==> config.mk <==
export PLATFORM = sky130hd
export DESIGN_NAME = reg_file_sb_flat
export DESIGN_NICKNAME = d
export VERILOG_FILES = /design/src/rtl/cpu_pkg.sv /design/src/rtl/reg_file_sb_if.sv /design/src/rtl/reg_file_core.sv /design/src/rtl/reg_file_sb.sv /design/src/flat_wrapper.sv
export SDC_FILE = /design/constraint.sdc
export NUM_CORES = 2
export LEC_CHECK = 0
export CELL_PAD_IN_SITES_DETAIL_PLACEMENT = 1
export CELL_PAD_IN_SITES_GLOBAL_PLACEMENT = 1
export CORE_MARGIN = 10
export CORE_UTILIZATION = 25
export CTS_CLUSTER_DIAMETER = 60
export DETAILED_ROUTE_END_ITERATION = 16
export HOLD_SLACK_MARGIN = 0.03
export PLACE_DENSITY_LB_ADDON = 0.1
export SLEW_MARGIN = 10
export SYNTH_ARGS = -nofsm -noshare
export SYNTH_HDL_FRONTEND = slang
export SYNTH_SLANG_ARGS = --single-unit
==> constraint.sdc <==
create_clock -name clk -period 5.4 [get_ports clk]
set_clock_uncertainty 0.05 [all_clocks]
set_input_delay 1.08 -clock clk [delete_from_list [all_inputs] [get_ports clk]]
set_output_delay 1.08 -clock clk [all_outputs]
set_load 0.005 [all_outputs]
==> src/rtl/cpu_pkg.sv <==
// rtl/cpu_pkg.sv - shared CPU widths and register-address types
package cpu_pkg;

    localparam int DATA_W = 32;
    localparam int ADDR_W = 5;

    localparam logic [4:0] REG_ZERO = 5'd0;

    typedef logic [ADDR_W-1:0] reg_addr_t;
    typedef logic [DATA_W-1:0] reg_data_t;

endpackage

==> src/rtl/reg_file_sb_if.sv <==
// rtl/reg_file_sb_if.sv - writeback/decode bundle between the pipeline and the register file
interface reg_file_sb_if #(
    parameter int DATA_W = cpu_pkg::DATA_W,
    parameter int ADDR_W = cpu_pkg::ADDR_W
);

    logic              wb_reg_en;
    logic [ADDR_W-1:0] wb_reg_waddr;
    logic [DATA_W-1:0] wb_reg_wdata;

    logic [ADDR_W-1:0] rf_raddr1;
    logic [ADDR_W-1:0] rf_raddr2;
    logic [DATA_W-1:0] rf_rdata1;
    logic [DATA_W-1:0] rf_rdata2;

    logic              id_rs1_used;
    logic              id_rs2_used;
    logic              id_dst_en;
    logic [ADDR_W-1:0] id_dst_addr;
    logic              id_issue;
    logic              id_stall;

    logic              sb_err;

    modport master (
        output wb_reg_en, wb_reg_waddr, wb_reg_wdata,
        output rf_raddr1, rf_raddr2,
        output id_rs1_used, id_rs2_used, id_dst_en, id_dst_addr, id_issue,
        input  rf_rdata1, rf_rdata2, id_stall, sb_err
    );

    modport slave (
        input  wb_reg_en, wb_reg_waddr, wb_reg_wdata,
        input  rf_raddr1, rf_raddr2,
        input  id_rs1_used, id_rs2_used, id_dst_en, id_dst_addr, id_issue,
        output rf_rdata1, rf_rdata2, id_stall, sb_err
    );

endinterface

==> src/rtl/reg_file_core.sv <==
// rtl/reg_file_core.sv - register storage with two write-first bypassed read ports
module reg_file_core #(
    parameter int DATA_W = cpu_pkg::DATA_W,
    parameter int ADDR_W = cpu_pkg::ADDR_W
) (
    input  logic              clk,
    input  logic              resetn,
    input  logic              we,
    input  logic [ADDR_W-1:0] waddr,
    input  logic [DATA_W-1:0] wdata,
    input  logic [ADDR_W-1:0] raddr1,
    input  logic [ADDR_W-1:0] raddr2,
    output logic [DATA_W-1:0] rdata1,
    output logic [DATA_W-1:0] rdata2
);
    import cpu_pkg::*;

    localparam int NREG = 1 << ADDR_W;
    localparam logic [ADDR_W-1:0] ZERO_ADDR = ADDR_W'(REG_ZERO);

    logic [DATA_W-1:0] mem [NREG];
    logic              wr;

    // Register 0 is hardwired: its write enable is simply never raised.
    assign wr = we && (waddr != ZERO_ADDR);

    always_ff @(posedge clk or negedge resetn) begin
        if (!resetn) begin
            for (int i = 0; i < NREG; i++) begin
                mem[i] <= '0;
            end
        end else if (wr) begin
            mem[waddr] <= wdata;
        end
    end

    always_comb begin
        rdata1 = mem[raddr1];
        if (raddr1 == ZERO_ADDR) begin
            rdata1 = '0;
        end else if (wr && (waddr == raddr1)) begin
            rdata1 = wdata;
        end
    end

    always_comb begin
        rdata2 = mem[raddr2];
        if (raddr2 == ZERO_ADDR) begin
            rdata2 = '0;
        end else if (wr && (waddr == raddr2)) begin
            rdata2 = wdata;
        end
    end

endmodule

==> src/rtl/reg_file_sb.sv <==
// rtl/reg_file_sb.sv - register file with per-register write-pending scoreboard and decode stall
module reg_file_sb #(
    parameter int DATA_W = cpu_pkg::DATA_W,
    parameter int ADDR_W = cpu_pkg::ADDR_W,
    parameter int CNT_W  = 2
) (
    input  logic         clk,
    input  logic         resetn,
    reg_file_sb_if.slave bus
);
    import cpu_pkg::*;

    localparam int NREG = 1 << ADDR_W;
    localparam logic [ADDR_W-1:0] ZERO_ADDR = ADDR_W'(REG_ZERO);
    localparam logic [CNT_W-1:0]  PEND_MAX  = '1;
    localparam logic [CNT_W-1:0]  PEND_ONE  = CNT_W'(1);

    logic [CNT_W-1:0] pend     [NREG];
    logic [CNT_W-1:0] pend_nxt [NREG];

    logic wb_hit;
    logic hazard1;
    logic hazard2;
    logic struct_hold;
    logic stall;
    logic inc;
    logic err_set;
    logic sb_err_q;

    reg_file_core #(
        .DATA_W (DATA_W),
        .ADDR_W (ADDR_W)
    ) u_core (
        .clk    (clk),
        .resetn (resetn),
        .we     (bus.wb_reg_en),
        .waddr  (bus.wb_reg_waddr),
        .wdata  (bus.wb_reg_wdata),
        .raddr1 (bus.rf_raddr1),
        .raddr2 (bus.rf_raddr2),
        .rdata1 (bus.rf_rdata1),
        .rdata2 (bus.rf_rdata2)
    );

    assign wb_hit = bus.wb_reg_en && (bus.wb_reg_waddr != ZERO_ADDR);

    // A last outstanding write landing this cycle is covered by the bypass path.
    always_comb begin
        hazard1 = bus.id_rs1_used && (pend[bus.rf_raddr1] != '0);
        if (pend[bus.rf_raddr1] == PEND_ONE && wb_hit && bus.wb_reg_waddr == bus.rf_raddr1) begin
            hazard1 = 1'b0;
        end
        hazard2 = bus.id_rs2_used && (pend[bus.rf_raddr2] != '0);
        if (pend[bus.rf_raddr2] == PEND_ONE && wb_hit && bus.wb_reg_waddr == bus.rf_raddr2) begin
            hazard2 = 1'b0;
        end
        struct_hold = bus.id_dst_en && (pend[bus.id_dst_addr] == PEND_MAX)
                      && !(bus.wb_reg_en && bus.wb_reg_waddr == bus.id_dst_addr);
    end

    assign stall   = bus.id_issue && (hazard1 || hazard2 || struct_hold);
    assign inc     = bus.id_issue && !stall && bus.id_dst_en && (bus.id_dst_addr != ZERO_ADDR);
    assign err_set = wb_hit && (pend[bus.wb_reg_waddr] == '0)
                     && !(inc && bus.id_dst_addr == bus.wb_reg_waddr);

    always_comb begin
        for (int r = 0; r < NREG; r++) begin
            pend_nxt[r] = pend[r];
            if (r != 0) begin
                if (inc && bus.id_dst_addr == ADDR_W'(r)) begin
                    if (!(wb_hit && bus.wb_reg_waddr == ADDR_W'(r))) begin
                        pend_nxt[r] = pend[r] + PEND_ONE;
                    end
                end else if (wb_hit && bus.wb_reg_waddr == ADDR_W'(r) && pend[r] != '0) begin
                    pend_nxt[r] = pend[r] - PEND_ONE;
                end
            end else begin
                pend_nxt[r] = '0;
            end
        end
    end

    always_ff @(posedge clk or negedge resetn) begin
        if (!resetn) begin
            for (int r = 0; r < NREG; r++) begin
                pend[r] <= '0;
            end
            sb_err_q <= 1'b0;
        end else begin
            for (int r = 0; r < NREG; r++) begin
                pend[r] <= pend_nxt[r];
            end
            if (err_set) begin
                sb_err_q <= 1'b1;
            end
        end
    end

    assign bus.id_stall = stall;
    assign bus.sb_err   = sb_err_q;

endmodule

==> src/flat_wrapper.sv <==
// flat-port wrapper written by rule: the top's interface ports become plain ports
module reg_file_sb_flat import cpu_pkg::*;
#(
    parameter int DATA_W = cpu_pkg::DATA_W,
    parameter int ADDR_W = cpu_pkg::ADDR_W,
    parameter int CNT_W  = 2
)
  (clk, resetn, bus_wb_reg_en, bus_wb_reg_waddr, bus_wb_reg_wdata, bus_rf_raddr1, bus_rf_raddr2, bus_id_rs1_used, bus_id_rs2_used, bus_id_dst_en, bus_id_dst_addr, bus_id_issue, bus_rf_rdata1, bus_rf_rdata2, bus_id_stall, bus_sb_err);
  reg_file_sb_if #(.DATA_W(DATA_W), .ADDR_W(ADDR_W)) bus_i ();
  input  logic clk;
  input  logic resetn;
  input wire logic [$bits(bus_i.wb_reg_en)-1:0] bus_wb_reg_en;
  input wire logic [$bits(bus_i.wb_reg_waddr)-1:0] bus_wb_reg_waddr;
  input wire logic [$bits(bus_i.wb_reg_wdata)-1:0] bus_wb_reg_wdata;
  input wire logic [$bits(bus_i.rf_raddr1)-1:0] bus_rf_raddr1;
  input wire logic [$bits(bus_i.rf_raddr2)-1:0] bus_rf_raddr2;
  input wire logic [$bits(bus_i.id_rs1_used)-1:0] bus_id_rs1_used;
  input wire logic [$bits(bus_i.id_rs2_used)-1:0] bus_id_rs2_used;
  input wire logic [$bits(bus_i.id_dst_en)-1:0] bus_id_dst_en;
  input wire logic [$bits(bus_i.id_dst_addr)-1:0] bus_id_dst_addr;
  input wire logic [$bits(bus_i.id_issue)-1:0] bus_id_issue;
  output wire logic [$bits(bus_i.rf_rdata1)-1:0] bus_rf_rdata1;
  output wire logic [$bits(bus_i.rf_rdata2)-1:0] bus_rf_rdata2;
  output wire logic [$bits(bus_i.id_stall)-1:0] bus_id_stall;
  output wire logic [$bits(bus_i.sb_err)-1:0] bus_sb_err;
  assign bus_i.wb_reg_en = bus_wb_reg_en;
  assign bus_i.wb_reg_waddr = bus_wb_reg_waddr;
  assign bus_i.wb_reg_wdata = bus_wb_reg_wdata;
  assign bus_i.rf_raddr1 = bus_rf_raddr1;
  assign bus_i.rf_raddr2 = bus_rf_raddr2;
  assign bus_i.id_rs1_used = bus_id_rs1_used;
  assign bus_i.id_rs2_used = bus_id_rs2_used;
  assign bus_i.id_dst_en = bus_id_dst_en;
  assign bus_i.id_dst_addr = bus_id_dst_addr;
  assign bus_i.id_issue = bus_id_issue;
  assign bus_rf_rdata1 = bus_i.rf_rdata1;
  assign bus_rf_rdata2 = bus_i.rf_rdata2;
  assign bus_id_stall = bus_i.id_stall;
  assign bus_sb_err = bus_i.sb_err;
  reg_file_sb #(.DATA_W(DATA_W), .ADDR_W(ADDR_W), .CNT_W(CNT_W)) u_core (.clk(clk), .resetn(resetn), .bus(bus_i));
endmodule
Yosys cells after proc, flatten, opt, wreduce, memory -nomap -nowiden
Cells that the tools add are included.

word-level totals
  register bits after elaboration = 1087
  bits in latches = 0
  bits in writable memories = 0
  memory bits (read-only) = 0
  input bits = 59
  output and inout bits = 66
  word-level logic and storage cells = 573
  memories = 0

cells by class
  add/subtract/negate cells = 62
  $mul = 0
  div/mod/pow operators = 0
  $lt $le $gt $ge = 5
  equal/unequal tests = 100
  shift operators = 0
  muxes and demuxes = 120
  bitwise operators = 4
  reductions and logical operators = 218

operators by type and width
  cell                                                                    count
  1024-bit bitwise mux                                                    1
  32-bit binary-select mux with 5-bit select                              2
  32-bit two-way mux                                                      9
  2-bit two-way mux                                                       101
  32-bit demux with 5-bit select                                          1
  5-bit equality test (second input constant)                             32
  2-bit nonzero test                                                      64
  1-bit logical AND                                                       113
  5-bit by 4-bit equality test with 1-bit output (second input constant)  16
  2-bit by 1-bit adder with 2-bit output (second input constant)          31
  2-bit != test (second input constant)                                   31
  2-bit AND reduction                                                     31
  2-bit by 1-bit subtractor with 2-bit output (second input constant)     31
  2-bit binary-select mux with 5-bit select                               4
  5-bit by 3-bit equality test with 1-bit output (second input constant)  8
  6-bit greater-or-equal comparator (second input constant)               4
  5-bit NOT with 6-bit output                                             4
  5-bit by 2-bit equality test with 1-bit output (second input constant)  4
  5-bit equality test                                                     4
  5-bit by 1-bit equality test with 1-bit output (second input constant)  2
  5-bit logical NOT                                                       2
  5-bit nonzero test                                                      2
  6-bit by 1-bit < comparator with 1-bit output (second input constant)   1
  2-bit by 1-bit equality test with 1-bit output (second input constant)  2
  other kinds (5)                                                         9

Longest topological paths before layout
  word-level depth = 18
  mapped depth = 14

Cells and area by module
A second synthesis with hierarchy kept.

second synthesis, totals
  cell total of the unflattened synthesis = 4665
  area total of the unflattened synthesis = 61706.7 um^2

by module, submodules not included
  module         times used  cells each  area an instance (um^2)  sequential area each (um^2)
  reg_file_core  1           3935        55555.8                  25624.6
  reg_file_sb    1           730         6150.9                   1576.5

Worst setup path before layout
Ideal clock, no wire load.

  kind = input port to output port
  start = in bus_rf_raddr1[0]
  end = out bus_rf_rdata1[14]
  data arrival time = 3685 ps
  required time = 4270 ps
  path slack = 585 ps
  cell stages on the path = 9
  path through = buf_4 buf_4 buf_2 clkbuf_1 buf_1 mux4_2 mux4_2 mux2i_1 a211oi_1

on the way
  longest elaborated chain between the ends = 6
  elaborated cells between the ends (all ways) = 9
  classes of those cells = 1 x eq/ne; 5 x mux; 1 x bitwise; 2 x reduce/logical

RTL lines
  what                                                   RTL line             source
  start, declared                                        flat_wrapper.sv:15   input wire logic [$bits(bus_i.rf_raddr1)-1:0] bus_rf_raddr1;
  5-bit NOT with 6-bit output (implied by the code)      reg_file_core.sv:38  rdata1 = mem[raddr1];
  32-bit binary-select mux with 5-bit select             reg_file_core.sv:38
  32-bit two-way mux (implied by the code) (2 in a row)  reg_file_core.sv:38
  32-bit two-way mux                                     reg_file_core.sv:41  end else if (wr && (waddr == raddr1)) begin
  32-bit two-way mux *                                   reg_file_core.sv:39  if (raddr1 == ZERO_ADDR) begin
  end, declared                                          flat_wrapper.sv:22   output wire logic [$bits(bus_i.rf_rdata1)-1:0] bus_rf_rdata1;

Mark *: on every way between the ends. The rest lies on a longest branch, timed or not. The select of a mux whose other input is x is not followed.

Worst setup path in the final report
  start = in bus_rf_raddr1[0]
  end = out bus_rf_rdata1[26]

Same word-level chain as after synthesis.

==> flow_metrics.env <==
export IMPL_period_share=0.978
export IMPL_grt_pass1_vias=44680
export IMPL_hp_class="in2async"
export IMPL_synth_compound_area_share=0.0321
export IMPL_fmax_mhz=189
export IMPL_ys_seq_area_frac=0.449
export IMPL_synthMuxAreaShare=0.402
export IMPL_clock_sinks=1087
export IMPL_first_pass_iters=5
export IMPL_max_slew_margin=0.350
export IMPL_yosys_area_share_adder=0
export IMPL_required_ns=4.27
export IMPL_synth_area_per_cell_sq_um=13.2
export IMPL_power_density_mw_per_mm2=372
export IMPL_syn_to_final_growth_pct=20.5
export IMPL_status="finished clean"
export IMPL_mostFrequentLayoutCell="dfrtp_1"
export IMPL_drcViolationCount=0
export IMPL_gr_usage_all_layers=0.192
export IMPL_power_leakage_uw=0.0309
export IMPL_grt_first_pass_wirelength_microns=366000
export IMPL_synth_top_family_by_area="multiplexers"
export IMPL_wire_per_inst_microns=32.0
export IMPL_netlist_area_sq_mm=0.0606
export IMPL_port_buffers=124
export IMPL_die_h_microns=512
export IMPL_clk_pin_slew_ns=0.05
export IMPL_ant_nets=0
export IMPL_die_area_sq_mm=0.263
export IMPL_finalHoldViolCount=0
export IMPL_numCtsBuffers=158
export IMPL_peakVddDrop_v=0.000326
export IMPL_final_cell_mix="dfrtp_1, nand2_1, mux2_2"
export IMPL_clockBufferDepth=3
export IMPL_start_util=0.252
export IMPL_cts_resized=0
export IMPL_routed_via_count=42014
export IMPL_crit_type="in2out"
export IMPL_fin_crit_ns=5.28
export IMPL_hpwl_microns=151000
export IMPL_reg2reg_to="u_core.pend[12]"
export IMPL_rr_startpoint="u_core.pend[37]"
export IMPL_synth_cell_types=68
export IMPL_reg2reg_slack_ns=1.77
export IMPL_io_pins=125
export IMPL_globalRoute_totalOverflow=0
export IMPL_gp_congestion=0.764
export IMPL_synth_xor_area_share=0.00448
export IMPL_grt_max_degree=126
export IMPL_post_cts_buffers=0
export IMPL_tightestPinTransition_ns=0.973
export IMPL_syn_inst=4580
export IMPL_drv_slew=0
export IMPL_routed_wl_microns=256000
export IMPL_clock_latency_ns=0.81
export IMPL_worstRegToRegCells=9
export IMPL_rsz0062_at_grt="no"
export IMPL_antenna_found_initial=15
export IMPL_start_kind="primary input"
export IMPL_yosys_area_share_simple=0.0806
export IMPL_rows=180
export IMPL_synthTopCellsByArea="dfrtp_1, mux4_2, mux2_2"
export IMPL_fin_setup_tns_ns=0
export IMPL_synth_top_area_share=0.449
export IMPL_cts_hold_buf=0
export IMPL_fin_nets=4750
export IMPL_setup_viol=0
export IMPL_first_iter_violations=3036
export IMPL_crit_fanout=21
export IMPL_htreeDepth=4
export IMPL_ys_ff_latch=1087
export IMPL_drv_cap=0
export IMPL_synthArstFlopShare=1.00
export IMPL_vias_per_cell=5.25
export IMPL_synth_area_leader_cell="dfrtp_1"
export IMPL_finalPower_uw=27200
export IMPL_cp_arrival_ns=4.15
export IMPL_ys_flop_type="dfrtp_1"
export IMPL_yosys_warnings=0
export IMPL_cts_root_buffer="clkbuf_16"
export IMPL_synth_fp_nets=4639
export IMPL_core_area_sq_mm=0.241
export IMPL_die_x_microns=512
export IMPL_critPathCaptureType="output pin"
export IMPL_synth_enable_flop_cells=0
export IMPL_cts_tree="built"
export IMPL_drive_above_1_share=0.421
## power breakdown
| part | internal [uW] | switching [uW] |
|---|---|---|
| clock | 6500 | 4130 |
| combinational | 3350 | 2330 |
| sequential | 9650 | 1250 |
| total | 19500 | 7710 |
## logic make-up after synthesis
family          Yosys count
compound gates          269
xor+xnor                 31
buf+inv                 494
flops                  1087
mux                    1518
simple gates           1181
## worst max path at each step
stage	from	to	slack (ns)	cells past startpoint
after global placement	bus_rf_raddr1[0]	bus_rf_rdata1[26]	0.05	10
after global routing	bus_rf_raddr1[0]	bus_rf_rdata1[26]	0.02	10
after CTS	bus_rf_raddr1[0]	bus_rf_rdata1[26]	0.01	10
final	bus_rf_raddr1[0]	bus_rf_rdata1[26]	0.12	10
after detailed placement	bus_rf_raddr1[0]	bus_rf_rdata1[26]	0.03	10
after floorplan	bus_rf_raddr1[0]	bus_rf_rdata1[14]	0.58	9
## registers in the layout, summed over array words and instances (netlist names)
name,count
u_core.bus.sb_err,1
u_core.pend,62
u_core.u_core.mem,1024
## per-stage QoR
step / hold slack, ns / cells / cell area (sq um) / util / setup WS, ns
floorplan: 0.391 / 4580 / 60600 / - / 0.585
global placement: 0.328 / 7716 / 67800 / 0.281 / 0.0477
detailed placement: 0.333 / 7716 / 67800 / 0.281 / 0.0290
CTS: 0.208 / 7993 / 73000 / 0.303 / 0.0141
global route: 0.246 / 7995 / 73000 / 0.303 / 0.0233
finish: 0.228 / 7997 / 73000 / 0.303 / 0.121
## layer usage
metal	up-vias	track usage	share of wire
met1	23425	0.274	0.47
met2	961	0.306	0.46
li1	17341	-	-
met5	-	0	0
met4	0	0.0480	0.024
met3	287	0.0286	0.042
## cell usage after synthesis (6+ instances only)
master and instances:
nand3_1 32, o31ai_1 6, nand2b_1 10, nor2_1 159, mux2_2 750, mux4_2 659
xnor2_1 18, nor2b_1 30, and2_1 12, xor2_1 13, inv_1 21, nor3_1 30
a21oi_1 39, o211ai_1 10, a22oi_1 14, or3_1 11, a2bb2oi_1 9, o22a_1 10
buf_2 38, clkbuf_1 362, o21ai_0 25, nand2_1 840, dfrtp_1 1087, buf_1 67
a211oi_1 94, o21a_1 9, a21boi_0 9, nand4_1 8, mux2i_1 107, and3_1 10
## layout make-up
| cell class | count | area (sq um) |
|---|---|---|
| antenna | 4 | 10.0 |
| fill | 25456 | 168000 |
| clock inverter | 60 | 729 |
| timing repair buffer | 423 | 4680 |
| tap | 3185 | 3990 |
| inverter | 22 | 90.1 |
| sequential | 1087 | 27200 |
| clock buffer | 217 | 4550 |
| multi-input combinational | 2999 | 31800 |
## critical path, stage by stage
cell             delay [ns]
buf_8                  0.33
buf_12                 0.25
buf_12                 0.17
buf_12                 0.14
mux4_2                 0.50
mux4_2                 0.49
mux2i_1                0.36
buf_4                  0.19
a211oi_1               0.07
clkdlybuf4s50_1        0.51
Power figures use the tool's default switching activity.
